==> src/rtl/codificador_serial.sv <==
// Serial frame encoder: sends a control or status byte to the UART whenever the
// observed values differ from the last acknowledged ones, with retry on timeout.
`timescale 1ns/1ps
module codificador_serial #(
    parameter int TIMEOUT = 5000
) (
    input  logic       clock,
    input  logic       reset,
    input  logic       iniciar,
    input  logic       reset_sistema,
    input  logic       emergencia,
    input  logic [2:0] andar,
    input  logic [3:0] estado,
    input  logic       solicita_status,
    input  logic       tx_ocupado,
    input  logic       pronto_tx,
    output logic [7:0] dados_tx,
    output logic       partida_tx,
    output logic       ocupado,
    output logic [7:0] quadros_enviados,
    output logic       erro_timeout
);

    typedef enum logic {
        OCIOSO = 1'b0,
        ESPERA = 1'b1
    } fsm_t;

    localparam int CW = (TIMEOUT > 1) ? $clog2(TIMEOUT) : 1;
    localparam logic [CW-1:0] CNT_MAX = CW'(TIMEOUT - 1);
    localparam logic [CW-1:0] CNT_UM  = CW'(1);

    fsm_t          fsm_q, fsm_d;
    logic [7:0]    dados_tx_q, dados_tx_d;
    logic          partida_tx_q, partida_tx_d;
    logic          ocupado_q, ocupado_d;
    logic [7:0]    quadros_q, quadros_d;
    logic          erro_q, erro_d;
    logic [CW-1:0] cnt_q, cnt_d;
    logic [2:0]    ult_ctrl_q, ult_ctrl_d;
    logic [2:0]    ult_andar_q, ult_andar_d;
    logic [3:0]    ult_estado_q, ult_estado_d;
    logic          pend_q, pend_d;

    logic [2:0]    ctrl_atual_s;
    logic [7:0]    quadro_ctrl_s;
    logic [7:0]    quadro_status_s;
    logic          dif_ctrl_s;
    logic          dif_status_s;
    logic          limpa_pend_s;

    // Frame images and difference detection against the last acknowledged values
    always_comb begin
        ctrl_atual_s    = {emergencia, reset_sistema, iniciar};
        quadro_ctrl_s   = {1'b1, 2'b00, emergencia, 1'b0, reset_sistema, 1'b0, iniciar};
        quadro_status_s = {1'b0, andar, estado};
        dif_ctrl_s      = (ctrl_atual_s != ult_ctrl_q);
        dif_status_s    = ({andar, estado} != {ult_andar_q, ult_estado_q}) || pend_q;
    end

    // Next-state logic for the launch/acknowledge FSM and its bookkeeping
    always_comb begin
        fsm_d        = fsm_q;
        dados_tx_d   = dados_tx_q;
        partida_tx_d = 1'b0;
        quadros_d    = quadros_q;
        erro_d       = 1'b0;
        cnt_d        = cnt_q;
        ult_ctrl_d   = ult_ctrl_q;
        ult_andar_d  = ult_andar_q;
        ult_estado_d = ult_estado_q;
        limpa_pend_s = 1'b0;

        case (fsm_q)
            OCIOSO: begin
                cnt_d = '0;
                if (!tx_ocupado && dif_ctrl_s) begin
                    dados_tx_d   = quadro_ctrl_s;
                    partida_tx_d = 1'b1;
                    fsm_d        = ESPERA;
                end else if (!tx_ocupado && dif_status_s) begin
                    dados_tx_d   = quadro_status_s;
                    partida_tx_d = 1'b1;
                    fsm_d        = ESPERA;
                end else begin
                    fsm_d = OCIOSO;
                end
            end
            ESPERA: begin
                // Acknowledge beats a timeout landing on the same cycle
                if (pronto_tx) begin
                    fsm_d     = OCIOSO;
                    cnt_d     = '0;
                    quadros_d = quadros_q + 8'd1;
                    if (dados_tx_q[7]) begin
                        ult_ctrl_d = {dados_tx_q[4], dados_tx_q[2], dados_tx_q[0]};
                    end else begin
                        ult_andar_d  = dados_tx_q[6:4];
                        ult_estado_d = dados_tx_q[3:0];
                        limpa_pend_s = 1'b1;
                    end
                end else if (cnt_q == CNT_MAX) begin
                    fsm_d  = OCIOSO;
                    cnt_d  = '0;
                    erro_d = 1'b1;
                end else begin
                    cnt_d = cnt_q + CNT_UM;
                end
            end
            default: begin
                fsm_d = OCIOSO;
                cnt_d = '0;
            end
        endcase

        // A request arriving on the acknowledge cycle survives the clear
        pend_d    = solicita_status | (pend_q & ~limpa_pend_s);
        ocupado_d = (fsm_d == ESPERA);
    end

    // State and output registers with synchronous reset
    always_ff @(posedge clock) begin
        if (reset) begin
            fsm_q        <= OCIOSO;
            dados_tx_q   <= 8'd0;
            partida_tx_q <= 1'b0;
            ocupado_q    <= 1'b0;
            quadros_q    <= 8'd0;
            erro_q       <= 1'b0;
            cnt_q        <= '0;
            ult_ctrl_q   <= 3'd0;
            ult_andar_q  <= 3'd0;
            ult_estado_q <= 4'd0;
            pend_q       <= 1'b0;
        end else begin
            fsm_q        <= fsm_d;
            dados_tx_q   <= dados_tx_d;
            partida_tx_q <= partida_tx_d;
            ocupado_q    <= ocupado_d;
            quadros_q    <= quadros_d;
            erro_q       <= erro_d;
            cnt_q        <= cnt_d;
            ult_ctrl_q   <= ult_ctrl_d;
            ult_andar_q  <= ult_andar_d;
            ult_estado_q <= ult_estado_d;
            pend_q       <= pend_d;
        end
    end

    assign dados_tx         = dados_tx_q;
    assign partida_tx       = partida_tx_q;
    assign ocupado          = ocupado_q;
    assign quadros_enviados = quadros_q;
    assign erro_timeout     = erro_q;

endmodule

==> config.mk <==
export PLATFORM = sky130hd
export DESIGN_NAME = codificador_serial
export DESIGN_NICKNAME = d
export VERILOG_FILES = /design/src/rtl/codificador_serial.sv
export SDC_FILE = /design/constraint.sdc
export NUM_CORES = 1
export LEC_CHECK = 0
export ABC_AREA = 1
export ABC_CLOCK_PERIOD_IN_PS = 1400
export BUFFER_PORTS_ARGS = -buffer_cell sky130_fd_sc_hd__buf_2
export CAP_MARGIN = 20
export CORE_AREA = 3 3 71 73
export DETAILED_ROUTE_END_ITERATION = 6
export DIE_AREA = 0 0 74 76
export PLACE_DENSITY_LB_ADDON = 0.05
export SETUP_SLACK_MARGIN = 0.02
export SKIP_LAST_GASP = 1
export SLEW_MARGIN = 10
export SYNTH_ARGS = -nofsm -noshare
export SYNTH_HDL_FRONTEND = slang
export SYNTH_SLANG_ARGS = --single-unit
export TNS_END_PERCENT = 100
==> constraint.sdc <==
create_clock -name clock -period 1.4 [get_ports clock]
set_clock_uncertainty 0.2 [all_clocks]
set_input_delay 0.07 -clock clock [delete_from_list [all_inputs] [get_ports clock]]
set_output_delay 0.07 -clock clock [all_outputs]
set_load 0.01 [all_outputs]
==> flow_summary.ini, run 1 <==
[timing]
relSlewSlack_pct = 78.98
maxSlewViolCount = 0
post-route-period-util_pct = 105.9
worst_slew_pin_slew_ns = 0.3124
rsz0062_at_grt = yes
setup_viol = 21
period_minus_slack_ns = 1.483
hold_viol = 0
layout_setup_ws_ns = -0.08299
fmax_ghz = 0.6743

[placed_design]
routabilityCongestion = 0.8169
hpwl_mm = 3.404
io_buffer_count = 33
dp_slack_ns = -0.1206

[floorplan]
dieArea_mm2 = 0.005624
dieWidth_um = 74
num_rows = 24
dieHeight_um = 76
start_util_pct = 44.87
core_area_mm2 = 0.004414
boundaryPins = 34

[min_path]
min_path_type = in2reg
hp-start = pronto_tx
holdPathEnd = quadros_enviados[0]
holdPathStages = 6

[logic_synthesis]
synth_area_leaders = dfxtp_1 (43%), nand2_1 (14%), inv_1 (7.8%), nor2_1 (6.8%), a21oi_1 (4.8%)
post-synth-top-count-cell = nand2_1
netlist_area_mm2 = 0.001981
synth-edff-count = 0
ys_seq_area_share_pct = 43.46
ys_seq_elements = 43
yosys.area_share.adder_pct = 1.263
synth_xor_area_share_pct = 2.653
synthTopCellsByCount = nand2_1 (75), dfxtp_1 (43), inv_1 (41)
synth.avg_cell_area_um2 = 7.024
synthArstFlopShare_pct = 0
ys_warn_count = 0
post-synth-top-area-cell = dfxtp_1
netlist.area_leader.share_pct = 43.46
muxShareOfSynthArea_pct = 0
synth_top_family_by_area = simple AND/OR/NAND/NOR gates
yosysUniqueCellTypes = 29
syn_nets = 299
synthSimpleGateAreaFrac_pct = 32.60
synthFlopType = dfxtp_1
synth_compound_area_share_pct = 10.11
syn_inst = 282

[power_and_ir_drop]
total_power_mw = 2.461
power.density_mw_per_mm2 = 839.3
ir_worst_vdd_v = 0.0007227
leakagePower_nw = 1.368

[grt]
grt_pass1_vias = 1857
grt_pass1_wl_mm = 8.183
gr-total-overflow = 0
grt.total_usage_pct = 18.31
antenna_found_initial = 0
grt_start_max_net_pins = 17

[layout]
synthToLayoutAreaGrowth_pct = 48.07
insertedDiodeCount = 0
nets = 393
drive_gt1_share_pct = 39.63
fillers = 398

[critical_path]
path_max_fanout = 4
arrival_ns = 1.52
worstSetupStartpointType = flop
critical_path.top_delay_family = simple AND/OR/NAND/NOR gates
slowest_delay_ns = 0.37
required_ns = 1.43
rr_worst_depth = 6
r2r-start = cnt_q[10]
cp_num_buf_inv = 2
crit_type = reg2reg
cpMaxStageDelayCell = dfxtp_1
r2r_slack_ns = -0.08
r2r_end = cnt_q[12]
endpoint_kind = flop
cp_cell_sequence = buf_4 > inv_1 > nor3_1 > nand2_2 > or2_1 > a21oi_2

[clock_network]
cts_buffers = 5
clock-sinks = 43
htreeDepth = 2
clkLatencyLatePin_ns = 0.29
ctsRootBufferMaster = clkbuf_8
cts_buffer_depth = 2
cts_tree = yes
cts.clk_slew.worst_paths_ns = 0.08

[status]
status = finished, violations left
violations = negative setup slack

[flow_run]
cap_violations = 0

[route]
drtAntennaViolNets = 0
vias_per_cell = 4.650
routedWlPerCell_um = 11.26
drt_iter0_markers = 66
drt_pass1_iterations = 4
vias = 1990
drc = 0
routed_wirelength_mm = 4.821
[cell type report]
class	instances	area, um^2	area share (%)
clock buffer	6	82.58	2.816
clock inverter	1	5.005	0.1706
inverter	43	166.4	5.674
multi-input combinational	191	1057	36.05
sequential	43	887.1	30.25
tap	52	65.06	2.218
timing repair buffer	92	669.4	22.82
[per-stage QoR]
step	util, %	hold WS, ns	instance area [um^2]	instances	setup TNS [ns]
after global routing	66.44	0.04859	2933	428	-3.471
final	66.44	0.01891	2933	428	-0.8438
after floorplan	-	-0.05149	2011	282	-0.08248
after CTS	63.95	0.005512	2823	424	-0.9585
after detailed placement	56.26	0.08570	2484	399	-1.309
after global placement	56.26	0.08041	2484	399	-1.803
[worst min-delay path, cell delays in order]
cell and delay [ns]:
buf_2 0.12, nand2_4 0.08, inv_6 0.08, nand2_4 0.05
nand2_1 0.05, nor2_1 0.03
[cell families after synthesis]
group | count (synthesis)
AND/OR/NAND/NOR | 145
flip-flops | 43
AO/OA/AOI/OAI | 38
adder cells (fa/ha/maj) | 2
buffers and inverters | 48
XOR/XNOR | 6
[flip-flops by register name, summed over array words and instances (netlist names)]
| signal | cells |
|---|---|
| cnt_q | 13 |
| quadros_enviados | 8 |
| dados_tx | 8 |
| ult_andar_q | 3 |
| ult_estado_q | 4 |
| erro_timeout | 1 |
| partida_tx | 1 |
| pend_q | 1 |
| ocupado | 1 |
| ult_ctrl_q | 3 |
[metal layers]
metal	part of all wire, %	global-route usage [%]	wire length, um
met5	0	0	0
met2	48	28.90	2291
met1	47	24.00	2246
met4	1.3	6.522	63
met3	4.6	4.354	220
[cell usage in the layout, fill, tap and decap left out, types with 4 or more instances in the layout]
master	n
buf_4	38
nand3_1	10
o21ai_0	15
nor3_1	4
nand2_1	65
a21oi_1	17
xor2_1	4
inv_1	35
dlygate4sd3_1	14
nand2_2	11
dfxtp_1	24
inv_2	7
clkbuf_8	6
dfxtp_2	18
buf_2	33
a21oi_2	4
buf_6	7
nor2_1	33
[power by group]
part / switching [mW] / leakage, nW / internal, mW
Sequential: 0.0320 / 0.359 / 1.27
Clock: 0.414 / 0.0470 / 0.387
Combinational: 0.184 / 0.962 / 0.178
Total: 0.630 / 1.37 / 1.83
[worst max path at each step]
stage,startpoint,end,slack (ns),cells past startpoint
floorplan,cnt_q[1],cnt_q[12],-0.08,8
global placement,cnt_q[7],cnt_q[8],-0.12,6
detailed placement,cnt_q[1],cnt_q[12],-0.12,8
CTS,cnt_q[1],cnt_q[12],-0.07,8
global route,ult_estado_q[0],dados_tx[0],-0.18,12
finish,cnt_q[10],cnt_q[12],-0.08,6
[timing repair]
| action | 4_1_cts | 5_1_grt |
|---|---|---|
| pin swaps | 17 | 21 |
| resized for setup | 26 | 31 |
| buffers inserted | 5 | 4 |
| hold buffers | 14 | 0 |
| setup endpoints to repair | 27 | 39 |
| hold endpoints to repair | 16 | 0 |
Power figures use the tool's default switching activity.
==> run 2, diff against run 1 <==
--- a/config.mk
+++ b/config.mk
@@ -9,9 +9,11 @@
 export ABC_CLOCK_PERIOD_IN_PS = 1400
 export BUFFER_PORTS_ARGS = -buffer_cell sky130_fd_sc_hd__buf_2
 export CAP_MARGIN = 20
-export CORE_AREA = 3 3 71 73
+export CELL_PAD_IN_SITES_DETAIL_PLACEMENT = 0
+export CELL_PAD_IN_SITES_GLOBAL_PLACEMENT = 1
+export CORE_AREA = 3 3 80 82
 export DETAILED_ROUTE_END_ITERATION = 6
-export DIE_AREA = 0 0 74 76
+export DIE_AREA = 0 0 83 85
 export PLACE_DENSITY_LB_ADDON = 0.05
 export SETUP_SLACK_MARGIN = 0.02
 export SKIP_LAST_GASP = 1
==> flow_summary.ini, run 2 (same netlist as run 1, synthesis figures left out) <==
[power_and_ir_drop]
leakagePower_nw = 1.365
ir_worst_vdd_v = 0.0004732
total_power_mw = 2.439
power.density_mw_per_mm2 = 815.6

[route]
wl_met3_um = 184
drc = 0
vias = 1949
dr_wl_met2_mm = 2.294
routed_wirelength_mm = 4.876
vias_per_cell = 4.350
m1WireLength_mm = 2.322
drt_iter0_markers = 54
top_layer = met4
routedWlPerCell_um = 10.88
drt_pass1_iterations = 4
drtAntennaViolNets = 0

[timing]
fmax_ghz = 0.6731
rsz0062_at_grt = yes
worst_slew_pin_slew_ns = 0.6639
period_minus_slack_ns = 1.486
post-route-period-util_pct = 106.1
setup_viol = 18
hold_viol = 0
relSlewSlack_pct = 55.69
layout_setup_ws_ns = -0.08567
maxSlewViolCount = 0

[critical_path]
path_max_fanout = 3
critPathLaunch = cnt_q[0]
arrival_ns = 1.53
endpoint_kind = flop
r2r_slack_ns = -0.09
worstSetupStartpointType = flop
cp_cell_sequence = ha_4 > nand2_1 > inv_2 > nand4_4 > nor2_4 > nand2_2 > or2_1 > a21oi_2
crit_type = reg2reg
r2r-start = cnt_q[0]
cpMaxStageDelayCell = dfxtp_4
required_ns = 1.44
slowest_delay_ns = 0.38

[layout]
synthToLayoutAreaGrowth_pct = 50.98
fin_util_pct = 51.42
nets = 389
insertedDiodeCount = 0
largest_register_ffs = 13
drive_gt1_share_pct = 42.63
final_common_cell = nand2_1
layout_common_cells = nand2_1 (66), buf_4 (40), inv_1 (38)
regMostFlops = cnt_q

[grt]
grt_pass1_vias = 1899
grt_pass1_wl_mm = 8.597
gr-total-overflow = 0
antenna_found_initial = 0
grt_start_max_net_pins = 22
grt.total_usage_pct = 14.81

[clock_network]
cts_buffer_depth = 2
cts_tree = yes
cts_buffers = 5
ctsRootBufferMaster = clkbuf_8
clock-sinks = 43
clkLatencyLatePin_ns = 0.30
htreeDepth = 2
cts.clk_slew.worst_paths_ns = 0.09

[floorplan]
start_util_pct = 34.06
core_area_mm2 = 0.005816
dieArea_mm2 = 0.007055
dieHeight_um = 85
dieWidth_um = 83
num_rows = 28
boundaryPins = 34

[placed_design]
io_buffer_count = 33
routabilityCongestion = 0.7349
hpwl_mm = 3.634

[status]
violations = negative setup slack
status = finished, violations left

[min_path]
hp-start = andar[2]
min_path_type = in2reg

[flow_run]
cap_violations = 0
==> run 2: cell count changes in the layout (fill, tap and decap cells not counted), moves of 4 or more <==
cell           before  now
nand3_1            10    5
dlygate4sd3_1      14   10
nor2_1             33   27
nor2_2              2    8
nand3_2             2    7
==> run 2: cell type report <==
| class | instances | area [um^2] |
|---|---|---|
| multi-input combinational | 191 | 1135 |
| timing repair buffer | 88 | 621.8 |
| inverter | 43 | 163.9 |
| tap | 75 | 93.84 |
| clock buffer | 6 | 72.57 |
| sequential | 43 | 890.9 |
| fill | 613 | 2825 |
| clock inverter | 2 | 12.51 |
==> run 2: critical path: cells and delay by family (launching register included) <==
family / cells / cell delay [ns]
AND/OR/NAND/NOR: 5 / 0.53
flip-flops: 1 / 0.38
buffers and inverters: 1 / 0.07
AO/OA/AOI/OAI: 1 / 0.11
adder cells (fa/ha/maj): 1 / 0.14
==> run 2: timing repair <==
action	4_1_cts	5_1_grt
pin swaps	20	13
resized for setup	36	36
hold endpoints to repair	13	0
buffers inserted	4	2
endpoints found under the setup margin	27	30
hold buffers	10	0
==> run 2: final timing paths <==
path,end,cells past startpoint
setup / recovery,cnt_q[12],8
hold / removal,dados_tx[6],6
setup reg to reg,cnt_q[12],8
hold reg to reg,cnt_q[0],1
==> run 2: power breakdown <==
part | internal, mW | switching, mW
Combinational | 0.170 | 0.188
Sequential | 1.26 | 0.0343
Clock | 0.349 | 0.436
==> run 2: through the flow <==
| step | instances | worst slack [ns] | hold slack, ns | instance area [um^2] | setup TNS (ns) |
|---|---|---|---|---|---|
| global placement | 425 | -0.1169 | 0.07970 | 2535 | -1.913 |
| finish | 448 | -0.08567 | 0.01512 | 2990 | -0.7702 |
| CTS | 446 | -0.09170 | 0.006919 | 2872 | -1.373 |
| detailed placement | 425 | -0.1504 | 0.08403 | 2535 | -2.017 |
| global route | 448 | -0.1831 | 0.04621 | 2990 | -3.010 |
| floorplan | 282 | -0.08248 | -0.05149 | 2011 | -0.08248 |
==> run 2: metal layers <==
metal / track usage [%] / vias up
met2: 24.56 / 25
li1: - / 1057
met5: 0 / -
met3: 3.107 / 6
met4: 5.349 / 0
met1: 19.09 / 861
==> run 3, diff against run 2 <==
--- a/config.mk
+++ b/config.mk
@@ -6,7 +6,7 @@
 export NUM_CORES = 1
 export LEC_CHECK = 0
 export ABC_AREA = 1
-export ABC_CLOCK_PERIOD_IN_PS = 1400
+export ABC_CLOCK_PERIOD_IN_PS = 1300
 export BUFFER_PORTS_ARGS = -buffer_cell sky130_fd_sc_hd__buf_2
 export CAP_MARGIN = 20
 export CELL_PAD_IN_SITES_DETAIL_PLACEMENT = 0
@@ -16,6 +16,7 @@
 export DIE_AREA = 0 0 83 85
 export PLACE_DENSITY_LB_ADDON = 0.05
 export SETUP_SLACK_MARGIN = 0.02
+export SKIP_CTS_REPAIR_TIMING = 1
 export SKIP_LAST_GASP = 1
 export SLEW_MARGIN = 10
 export SYNTH_ARGS = -nofsm -noshare
==> constraint.sdc (replaced) <==
create_clock -name clock -period 1.3 [get_ports clock]
set_clock_uncertainty 0.2 [all_clocks]
set_input_delay 0.065 -clock clock [delete_from_list [all_inputs] [get_ports clock]]
set_output_delay 0.065 -clock clock [all_outputs]
set_load 0.01 [all_outputs]
==> flow_summary.ini, run 3 (same netlist as run 1, synthesis figures left out) <==
[critical_path]
r2r-start = cnt_q[0]
arrival_ns = 1.54
path_max_fanout = 3
crit_type = reg2reg
worst_path_most_repeated_cell = nand2_2
required_ns = 1.34
endpoint_kind = flop
slowest_delay_ns = 0.38
critPathLaunch = cnt_q[0]
worstSetupStartpointType = flop
cp_cell_sequence = ha_4 > nand2_2 > inv_2 > nand4_4 > nor2_4 > nand2_2 > or2_1 > a21oi_2
cpMaxStageDelayCell = dfxtp_4

[clock_network]
ctsRootBufferMaster = clkbuf_8
cts.clk_slew.worst_paths_ns = 0.08
cts_tree = yes
htreeDepth = 2
cts_buffer_depth = 2
clkLatencyLatePin_ns = 0.30
clock-sinks = 43
cts_buffers = 5

[route]
vias = 1947
drt_iter0_markers = 47
drc = 0
drt_pass1_iterations = 4
routedWlPerCell_um = 10.83
routed_wirelength_mm = 4.886
vias_per_cell = 4.317
drtAntennaViolNets = 0

[flow_run]
cap_violations = 0

[layout]
regMostFlops = cnt_q
final_common_cell = nand2_1
final_cells = 451
largest_register_ffs = 13
fillers = 625
insertedDiodeCount = 0
layout_common_cells = nand2_1 (62), buf_4 (45), inv_1 (37)
drive_gt1_share_pct = 42.29
design_area_mm2 = 0.003040
nets = 392
synthToLayoutAreaGrowth_pct = 53.51

[timing]
fmax_ghz = 0.6626
rsz0062_at_grt = yes
setup_viol = 27
period_minus_slack_ns = 1.509
post-route-period-util_pct = 116.1
setup_tns_ns = -3.774
holdWs_ns = -0.1834
worst_slew_pin_slew_ns = 0.3427
maxSlewViolCount = 0
hold_viol = 12
relSlewSlack_pct = 76.97
layout_setup_ws_ns = -0.2093

[power_and_ir_drop]
combPwrFrac_pct = 15.3
power.density_mw_per_mm2 = 887.9
p_clk_share_pct = 33.0
switching_share_pct = 26.48
ir_worst_vdd_v = 0.0004557
total_power_mw = 2.700
leakagePower_nw = 1.406
p_int_mw = 1.985
p_switching_mw = 0.7150
seq_power_share_pct = 51.7

[placed_design]
hpwl_mm = 3.650
dp.cells = 435
io_buffer_count = 33
routabilityCongestion = 0.7446
placed_cell_area_mm2 = 0.002700

[floorplan]
core_area_mm2 = 0.005816
boundaryPins = 34
start_util_pct = 34.06
dieHeight_um = 85
num_rows = 28
dieArea_mm2 = 0.007055
dieWidth_um = 83

[grt]
grt.total_usage_pct = 14.46
grt_start_max_net_pins = 19
grt_pass1_wl_mm = 8.183
antenna_found_initial = 0
grt_pass1_vias = 1828
gr-total-overflow = 0

[min_path]
hp-start = pronto_tx
min_path_type = in2reg

[status]
status = finished, violations left
violations = negative hold slack, negative setup slack
## run 3: cell count changes in the layout (fill, tap and decap cells not counted), moves of 2 or more
cell	delta
buf_12	+3
buf_4	+5
dfxtp_1	+4
dfxtp_2	-5
dlygate4sd3_1	-5
nand2_1	-4
nand2_4	+3
nand3_1	+3
nand3_2	-3
nor2_1	+3
nor2_2	-4
o21ai_0	+2
o21ai_1	-2
## run 3: per-stage QoR
step / worst slack, ns / util [%]
3_3_place_gp: -0.2074 / 46.43
6_report: -0.2093 / 52.28
5_1_grt: -0.2777 / 52.28
2_1_floorplan: -0.1750 / -
3_5_place_dp: -0.2253 / 46.43
4_1_cts: -0.2668 / 47.98
## run 3: worst paths after layout
| path | to | slack, ns | cells past startpoint |
|---|---|---|---|
| worst max register to register | cnt_q[12] | -0.21 | 8 |
| worst max-delay path | cnt_q[12] | -0.21 | 8 |
| worst min register to register | cnt_q[0] | 0.25 | 1 |
| worst min-delay path | erro_timeout | -0.18 | 2 |
## run 3: area by class of cell
type / instances / area [um^2] / area share [%]
multi-input combinational: 191 / 1130 / 37.16
sequential: 43 / 888.4 / 29.22
timing repair buffer: 91 / 669.4 / 22.02
inverter: 43 / 168.9 / 5.556
tap: 75 / 93.84 / 3.086
clock buffer: 7 / 86.33 / 2.840
clock inverter: 1 / 3.754 / 0.1235
## run 3: power by group through the flow
| stage | Clock (mW) | Combinational (mW) | Sequential (mW) |
|---|---|---|---|
| floorplan | 0 | 0.165 | 1.43 |
| global placement | 0 | 0.359 | 1.42 |
| detailed placement | 0 | 0.361 | 1.43 |
| CTS | 0.934 | 0.363 | 1.39 |
| global route | 0.982 | 0.465 | 1.41 |
| finish | 0.891 | 0.412 | 1.40 |
## run 3: worst max-delay path: cells and delay by family, from the launching register on
| family | cells | cell delay [ns] |
|---|---|---|
| and+or+nand+nor | 5 | 0.53 |
| DFF | 1 | 0.38 |
| adders and majority gates | 1 | 0.15 |
| AOI/OAI and AO/OA | 1 | 0.11 |
| buffers and inverters | 1 | 0.07 |
## run 3: per-layer routing
layer  GRT usage [%]  wire (um)  part of all wire (%)  vias to the layer above
li1                -          -                     -                     1070
met1           17.82       2325                    48                      844
met2           23.98       2289                    47                       26
met3           3.981        184                   3.8                        7
met4           5.795         85                   1.7                        0
met5               0          0                     0                        -
